--- config.mk ---
export PLATFORM = sky130hd
export DESIGN_NAME = regfile_layer_cfg
export DESIGN_NICKNAME = d
export VERILOG_FILES = /design/src/rtl/regfile_pkg.sv /design/src/rtl/regfile_cell.sv /design/src/rtl/regfile_layer_cfg.sv
export SDC_FILE = /design/constraint.sdc
export NUM_CORES = 1
export LEC_CHECK = 0
export ABC_AREA = 1
export CELL_PAD_IN_SITES_DETAIL_PLACEMENT = 1
export CELL_PAD_IN_SITES_GLOBAL_PLACEMENT = 1
export CORE_AREA = 2 2 426 428
export DETAILED_ROUTE_END_ITERATION = 10
export DIE_AREA = 0 0 428 430
export GPL_TIMING_DRIVEN = 1
export PLACE_DENSITY = 0.4
export SETUP_SLACK_MARGIN = 0.1
export SLEW_MARGIN = 15
export SYNTH_ARGS = -nofsm -noshare
export SYNTH_HDL_FRONTEND = slang
export SYNTH_SLANG_ARGS = --single-unit
export TNS_END_PERCENT = 10
--- constraint.sdc ---
create_clock -name clk -period 2.64 [get_ports clk]
set_clock_uncertainty 0.1 [all_clocks]
set_input_delay 0.396 -clock clk [delete_from_list [all_inputs] [get_ports clk]]
set_output_delay 0.396 -clock clk [all_outputs]
set_load 0.02 [all_outputs]
--- src/rtl/regfile_pkg.sv ---
// Shared types and constants for the layer configuration register banks.
package regfile_pkg;

  typedef enum logic [1:0] {
    ACC_RW    = 2'd0,
    ACC_RO    = 2'd1,
    ACC_W1C   = 2'd2,
    ACC_PULSE = 2'd3
  } access_mode_e;

  typedef enum logic {
    CS_IDLE    = 1'b0,
    CS_PENDING = 1'b1
  } commit_state_e;

  localparam int ADDR_W_DEF = 14;
  localparam int DATA_W_DEF = 16;
  localparam int MAX_REGS   = 64;

  localparam logic [13:0] LAYER_DENSE = 14'h400;
  localparam logic [13:0] LAYER_CONV  = 14'h800;
  localparam logic [13:0] LAYER_POOL  = 14'hC00;

  // The access map is passed zero-extended to MAX_REGS entries.
  function automatic access_mode_e mode_of(input logic [2*MAX_REGS-1:0] map, input int k);
    return access_mode_e'(map[2*k +: 2]);
  endfunction

endpackage

--- src/rtl/regfile_cell.sv ---
// One configuration register: shadow/active pair for RW, passthrough for RO,
// sticky bits for W1C and a single-cycle strobe for PULSE.
module regfile_cell
  import regfile_pkg::*;
#(
  parameter int           DATA_W    = DATA_W_DEF,
  parameter access_mode_e MODE      = ACC_RW,
  parameter logic [DATA_W-1:0] RESET_VAL = '0
) (
  input  logic              clk,
  input  logic              rst,
  input  logic              wr,
  input  logic [DATA_W-1:0] write_data,
  input  logic              commit,
  input  logic [DATA_W-1:0] status,
  input  logic [DATA_W-1:0] event_bits,
  output logic [DATA_W-1:0] rd_value,
  output logic [DATA_W-1:0] cfg,
  output logic [DATA_W-1:0] pulse
);

  logic [DATA_W-1:0] shadow;
  logic [DATA_W-1:0] active;
  logic [DATA_W-1:0] w1c_q;
  logic [DATA_W-1:0] pulse_q;

  // Commit copies the pre-edge shadow, so a coincident write only reaches shadow.
  always_ff @(posedge clk) begin
    if (rst) begin
      shadow  <= RESET_VAL;
      active  <= RESET_VAL;
      w1c_q   <= '0;
      pulse_q <= '0;
    end else begin
      if (MODE == ACC_RW && wr)     shadow <= write_data;
      if (MODE == ACC_RW && commit) active <= shadow;
      if (MODE == ACC_W1C)          w1c_q  <= (w1c_q & ~(wr ? write_data : '0)) | event_bits;
      pulse_q <= (MODE == ACC_PULSE && wr) ? write_data : '0;
    end
  end

  always_comb begin
    rd_value = '0;
    cfg      = '0;
    case (MODE)
      ACC_RW:    begin rd_value = shadow; cfg = active; end
      ACC_RO:    begin rd_value = status; cfg = status; end
      ACC_W1C:   begin rd_value = w1c_q;  cfg = w1c_q;  end
      default:   begin rd_value = '0;     cfg = '0;     end
    endcase
  end

  assign pulse = pulse_q;

endmodule

--- src/rtl/regfile_layer_cfg.sv ---
// Double-buffered layer register bank: address decode, registered read path
// and the commit handshake that copies shadow to active while the engine is idle.
module regfile_layer_cfg
  import regfile_pkg::*;
#(
  parameter int ADDR_W   = ADDR_W_DEF,
  parameter int DATA_W   = DATA_W_DEF,
  parameter int NUM_REGS = 16,
  parameter logic [ADDR_W-1:0]          BASE_ADDR  = ADDR_W'(LAYER_DENSE),
  parameter logic [2*NUM_REGS-1:0]      ACCESS_MAP = '0,
  parameter logic [NUM_REGS*DATA_W-1:0] RESET_VALS = '0
) (
  input  logic                       clk,
  input  logic                       rst,
  input  logic                       wr_en,
  input  logic                       rd_en,
  input  logic [ADDR_W-1:0]          addr,
  input  logic [DATA_W-1:0]          write_data,
  output logic [DATA_W-1:0]          read_data,
  output logic                       read_valid,
  output logic                       addr_err,
  output logic [NUM_REGS*DATA_W-1:0] cfg_out,
  input  logic [NUM_REGS*DATA_W-1:0] status_in,
  input  logic [NUM_REGS*DATA_W-1:0] event_in,
  output logic [NUM_REGS*DATA_W-1:0] pulse_out,
  input  logic                       commit_req,
  input  logic                       engine_busy,
  output logic                       commit_ack,
  output logic                       commit_pending
);

  localparam logic [2*MAX_REGS-1:0] MAP_EXT = (2*MAX_REGS)'(ACCESS_MAP);

  logic [NUM_REGS-1:0] match;
  logic [DATA_W-1:0]   rd_value [NUM_REGS];
  logic [DATA_W-1:0]   rd_data_p0;
  logic                hit;
  logic                copy;
  commit_state_e       state, state_nxt;

  for (genvar k = 0; k < NUM_REGS; k++) begin : g_reg
    localparam logic [ADDR_W:0] REG_ADDR = {1'b0, BASE_ADDR} + (ADDR_W+1)'(k + 1);

    assign match[k] = ({1'b0, addr} == REG_ADDR);

    regfile_cell #(
      .DATA_W    (DATA_W),
      .MODE      (mode_of(MAP_EXT, k)),
      .RESET_VAL (RESET_VALS[k*DATA_W +: DATA_W])
    ) u_cell (
      .clk        (clk),
      .rst        (rst),
      .wr         (wr_en & match[k]),
      .write_data (write_data),
      .commit     (copy),
      .status     (status_in[k*DATA_W +: DATA_W]),
      .event_bits (event_in[k*DATA_W +: DATA_W]),
      .rd_value   (rd_value[k]),
      .cfg        (cfg_out[k*DATA_W +: DATA_W]),
      .pulse      (pulse_out[k*DATA_W +: DATA_W])
    );
  end

  always_comb begin
    rd_data_p0 = '0;
    for (int k = 0; k < NUM_REGS; k++)
      if (match[k]) rd_data_p0 = rd_value[k];
  end

  assign hit = |match;

  // Stage p0 -> p1: read mux is registered; unmapped reads return zero.
  always_ff @(posedge clk) begin
    if (rst) begin
      read_data  <= '0;
      read_valid <= 1'b0;
      addr_err   <= 1'b0;
    end else begin
      read_valid <= rd_en;
      if (rd_en) read_data <= rd_data_p0;
      addr_err   <= (rd_en | wr_en) & ~hit;
    end
  end

  always_ff @(posedge clk) begin
    if (rst) begin
      state      <= CS_IDLE;
      commit_ack <= 1'b0;
    end else begin
      state      <= state_nxt;
      commit_ack <= copy;
    end
  end

  always_comb begin
    state_nxt = state;
    copy      = 1'b0;
    case (state)
      CS_IDLE:
        if (commit_req) begin
          if (engine_busy) state_nxt = CS_PENDING;
          else             copy      = 1'b1;
        end
      CS_PENDING:
        if (!engine_busy) begin
          copy      = 1'b1;
          state_nxt = CS_IDLE;
        end
      default: state_nxt = CS_IDLE;
    endcase
  end

  always_comb begin
    commit_pending = (state == CS_PENDING);
  end

endmodule
==> out/metrics.cfg <==
[finish]
area_growth_pct = 40.1
post-route-util_pct = 17.7
drive_above_1_share_pct = 12.9
final_cell_count_no_fill = 5776
nFillCells = 21193
final-seq-area_sq_um = 10700
final_nets = 3896
multi_input_area_sq_um = 9110
final_cell_area_sq_um = 31800

[clock_network]
clock_path_buffers = 3
cts_sinks = 532
h-tree-depth = 3
cts_buffers = 74
root_buffer = clkbuf_16
holdBufCountCts = 0
clk_pin_slew_worst_paths_ns = 0.06
cts_tree = built
insertion_delay_ns = 0.67

[pwr]
power_density_nw_per_um2 = 658
ir_drop_v = 0.000427
total_leakage_power_nw = 11.7

[critical_path]
cp_slowest_cell = clkdlybuf4s50_1
crit_fanout = 6
cpPeakStageDelay_ns = 0.41
worstSetupEndpointType = flop
cp_data_arrival_time_ns = 2.94
cpMostUsedCell = nand2_1
cp.required_ns = 3.13
path_cells = clkdlybuf4s50_1 -> nor2_2 -> nand2_4 -> buf_4 -> nor2_4 -> nand2_4 -> o211ai_1 -> o21ai_1 -> nand2_1 -> nand2_2 -> nand2_1 -> nand2_2 -> nand2_1 -> nand2_1 -> nand2_1 -> nand2_2 -> a21oi_1
critPathLaunchType = input pin
critical_path_class = input pin to flop

[route]
route.met2.wl_um = 61000
dr.pass1.iters = 5
drt_iter0_drc = 1194
viasPerCell = 3.56
drc = 0
detail-route-antenna-nets = 0
wl_met1_um = 50800
dr_total_vias = 20548
finalWirelength_um = 120000
route.met3.wl_um = 5950
routed.top_layer = met5
wl_per_cell_um = 20.8

[synth]
synth_edf_count = 0
synth_cell_types = 37
ys_warn_count = 0
synth_area_sq_um = 22700
ys.flop_type = dfxtp_1
synthArstFlopShare_pct = 0
synth_seq_cells = 532
yosysSeqAreaShare_pct = 47.0
postSynthCellCount = 2949
syn_avg_cell_area_sq_um = 7.68

[placement]
gp_congestion = 0.826
post-place-cells = 5623
dpl-instance-area_sq_um = 28900
portBuffers = 311
pre_cts_ws_ns = -0.836
hpwlAfterDp_um = 91000

[global_routing]
grt_pass1_vias = 20435
grt.overflow.total = 0
grt_pass1_wl_um = 165000
grtUsageTotal_pct = 12.7
grt_start_max_net_pins = 99
antenna_found_initial = 12

[timing]
slew-limit-headroom_pct = 59.9
min_period_ns = 2.45
worst_slew_pin_slew_ns = 0.602
hold_viol_final = 0
fmaxAchievable_mhz = 408
drv_slew = 0
layout_setup_ws_ns = 0.188
fin_crit_sh_pct = 92.9
setup_viol = 0
rsz0062_at_grt = yes

[floorplanning]
die_x_um = 428
io-pin-count = 1080
die_area_sq_um = 184000
rows = 156
design.core.area_sq_um = 180000
initial_core_util_pct = 12.6
fp.dieH_um = 430

[flow_run]
drv_cap = 0

[outcome]
outcome = finished, final reports clean

[worst_hold_path]
hold_path_class = input pin to flop

## cell type report
type	instances	area share (%)
Tap cell	2370	9.34
Timing Repair inverter	1	0.0236
Multi-Input combinational cell	1855	28.7
Clock inverter	22	0.658
Timing Repair Buffer	529	16.5
Clock buffer	111	6.97
Inverter	355	4.26
Sequential cell	532	33.5
Antenna cell	1	0.00788
## timing repair
item / in CTS / in global routing
endpoints found under the setup margin: 14 / 14
setup buffers: 4 / 12
resized for setup: 10 / 99
cloned: 0 / 3
pin swaps: 4 / 33
hold endpoints to repair: 0 / 0
## cell usage in the layout, fill, tap and decap left out, types with 6 or more instances in the layout
cell             Yosys  layout
o21ai_0            578     563
a21oi_1            558     558
dfxtp_1            532     532
inv_1              340     336
clkdlybuf4s50_1      0     300
conb_1               1     256
nand2_1            233     201
buf_4              258     176
clkbuf_16            0      77
nor2_1              65      58
o21ai_1             29      39
nand2_2              9      36
buf_12               0      36
a211oi_1            23      23
nand3_1             21      20
clkbuf_1           184      18
clkbuf_8             0      16
nor2_4               4      13
inv_2               11      11
clkinv_2             0      11
nor4_1              10      10
nor3_1              10       9
a31oi_1              9       9
dlymetal6s2s_1       0       9
nand2_4              1       8
a21oi_2              8       8
clkinvlp_4           0       7
nand4_1              6       6
buf_6                6       6
## synthesized netlist by cell type (all sizes together) (4+ instances only)
| master | count | share of area (%) |
|---|---|---|
| a31oi | 9 | 0.25 |
| a21oi | 566 | 13 |
| o21bai | 9 | 0.30 |
| a211oi | 23 | 0.76 |
| nor3 | 13 | 0.41 |
| nand3 | 25 | 0.64 |
| inv | 351 | 5.8 |
| nand4 | 8 | 0.31 |
| nor4 | 10 | 0.28 |
| clkinv | 4 | 0.066 |
| nor2 | 75 | 1.4 |
| buf | 279 | 9.2 |
| nand2 | 243 | 4.2 |
| o21ai | 607 | 13 |
| clkbuf | 185 | 3.1 |
| dfxtp | 532 | 47 |
## stage by stage
step	total power [W]	TNS (ns)	hold slack, ns
global placement	0.0110	-33.49	0.384
detailed placement	0.0110	-34.49	0.396
finish	0.0209	0	0.127
floorplan	0.0101	0	0.341
CTS	0.0214	0	0.0901
global route	0.0218	0	0.141
## final timing paths
| check | start | end | slack, ns | cells past startpoint |
|---|---|---|---|---|
| min reg2reg | g_reg[11].u_cell.rd_value[14] | g_reg[11].u_cell.rd_value[14] | 0.40 | 2 |
| max reg2reg | g_reg[2].u_cell.rd_value[12] | read_data[12] | 0.77 | 14 |
| max | addr[7] | read_data[2] | 0.19 | 17 |
| min | rst | g_reg[13].u_cell.rd_value[2] | 0.13 | 4 |
## critical path, delay by kind of cell
kind | cells | cell delay, ns
AND/OR/NAND/NOR | 12 | 1.34
AO/OA/AOI/OAI | 3 | 0.60
buffers and inverters | 2 | 0.59
## power by group
group,internal (W),total [W],switching (W)
sequential,0.00830,0.00844,0.000141
combinational,0.000747,0.00233,0.00159
clock,0.00608,0.0101,0.00405
## state kept, by name, indices dropped and copies added, names as in the netlist
| signal | cells |
|---|---|
| addr_err | 1 |
| commit_pending | 1 |
| commit_ack | 1 |
| read_valid | 1 |
| g.u_cell.rd_value | 256 |
| read_data | 16 |
| g.u_cell.cfg | 256 |
## routing by layer
layer | track usage, % | vias to the layer above
li1 | - | 10067
met5 | 0 | -
met3 | 2.86 | 111
met2 | 22.7 | 497
met4 | 3.03 | 10
met1 | 15.2 | 9863
## kinds of logic (layout without fill, tap and decap cells)
family / Yosys count / after routing / share of synthesized area, %
buffers and inverters: 819 / 1018 / 18.1
DFF: 532 / 532 / 47.0
and+or+nand+nor: 376 / 378 / 7.30
AOI/OAI and AO/OA: 1221 / 1221 / 27.6
other: 1 / 257 / 0.0165
(Power assumes the default switching activity.)
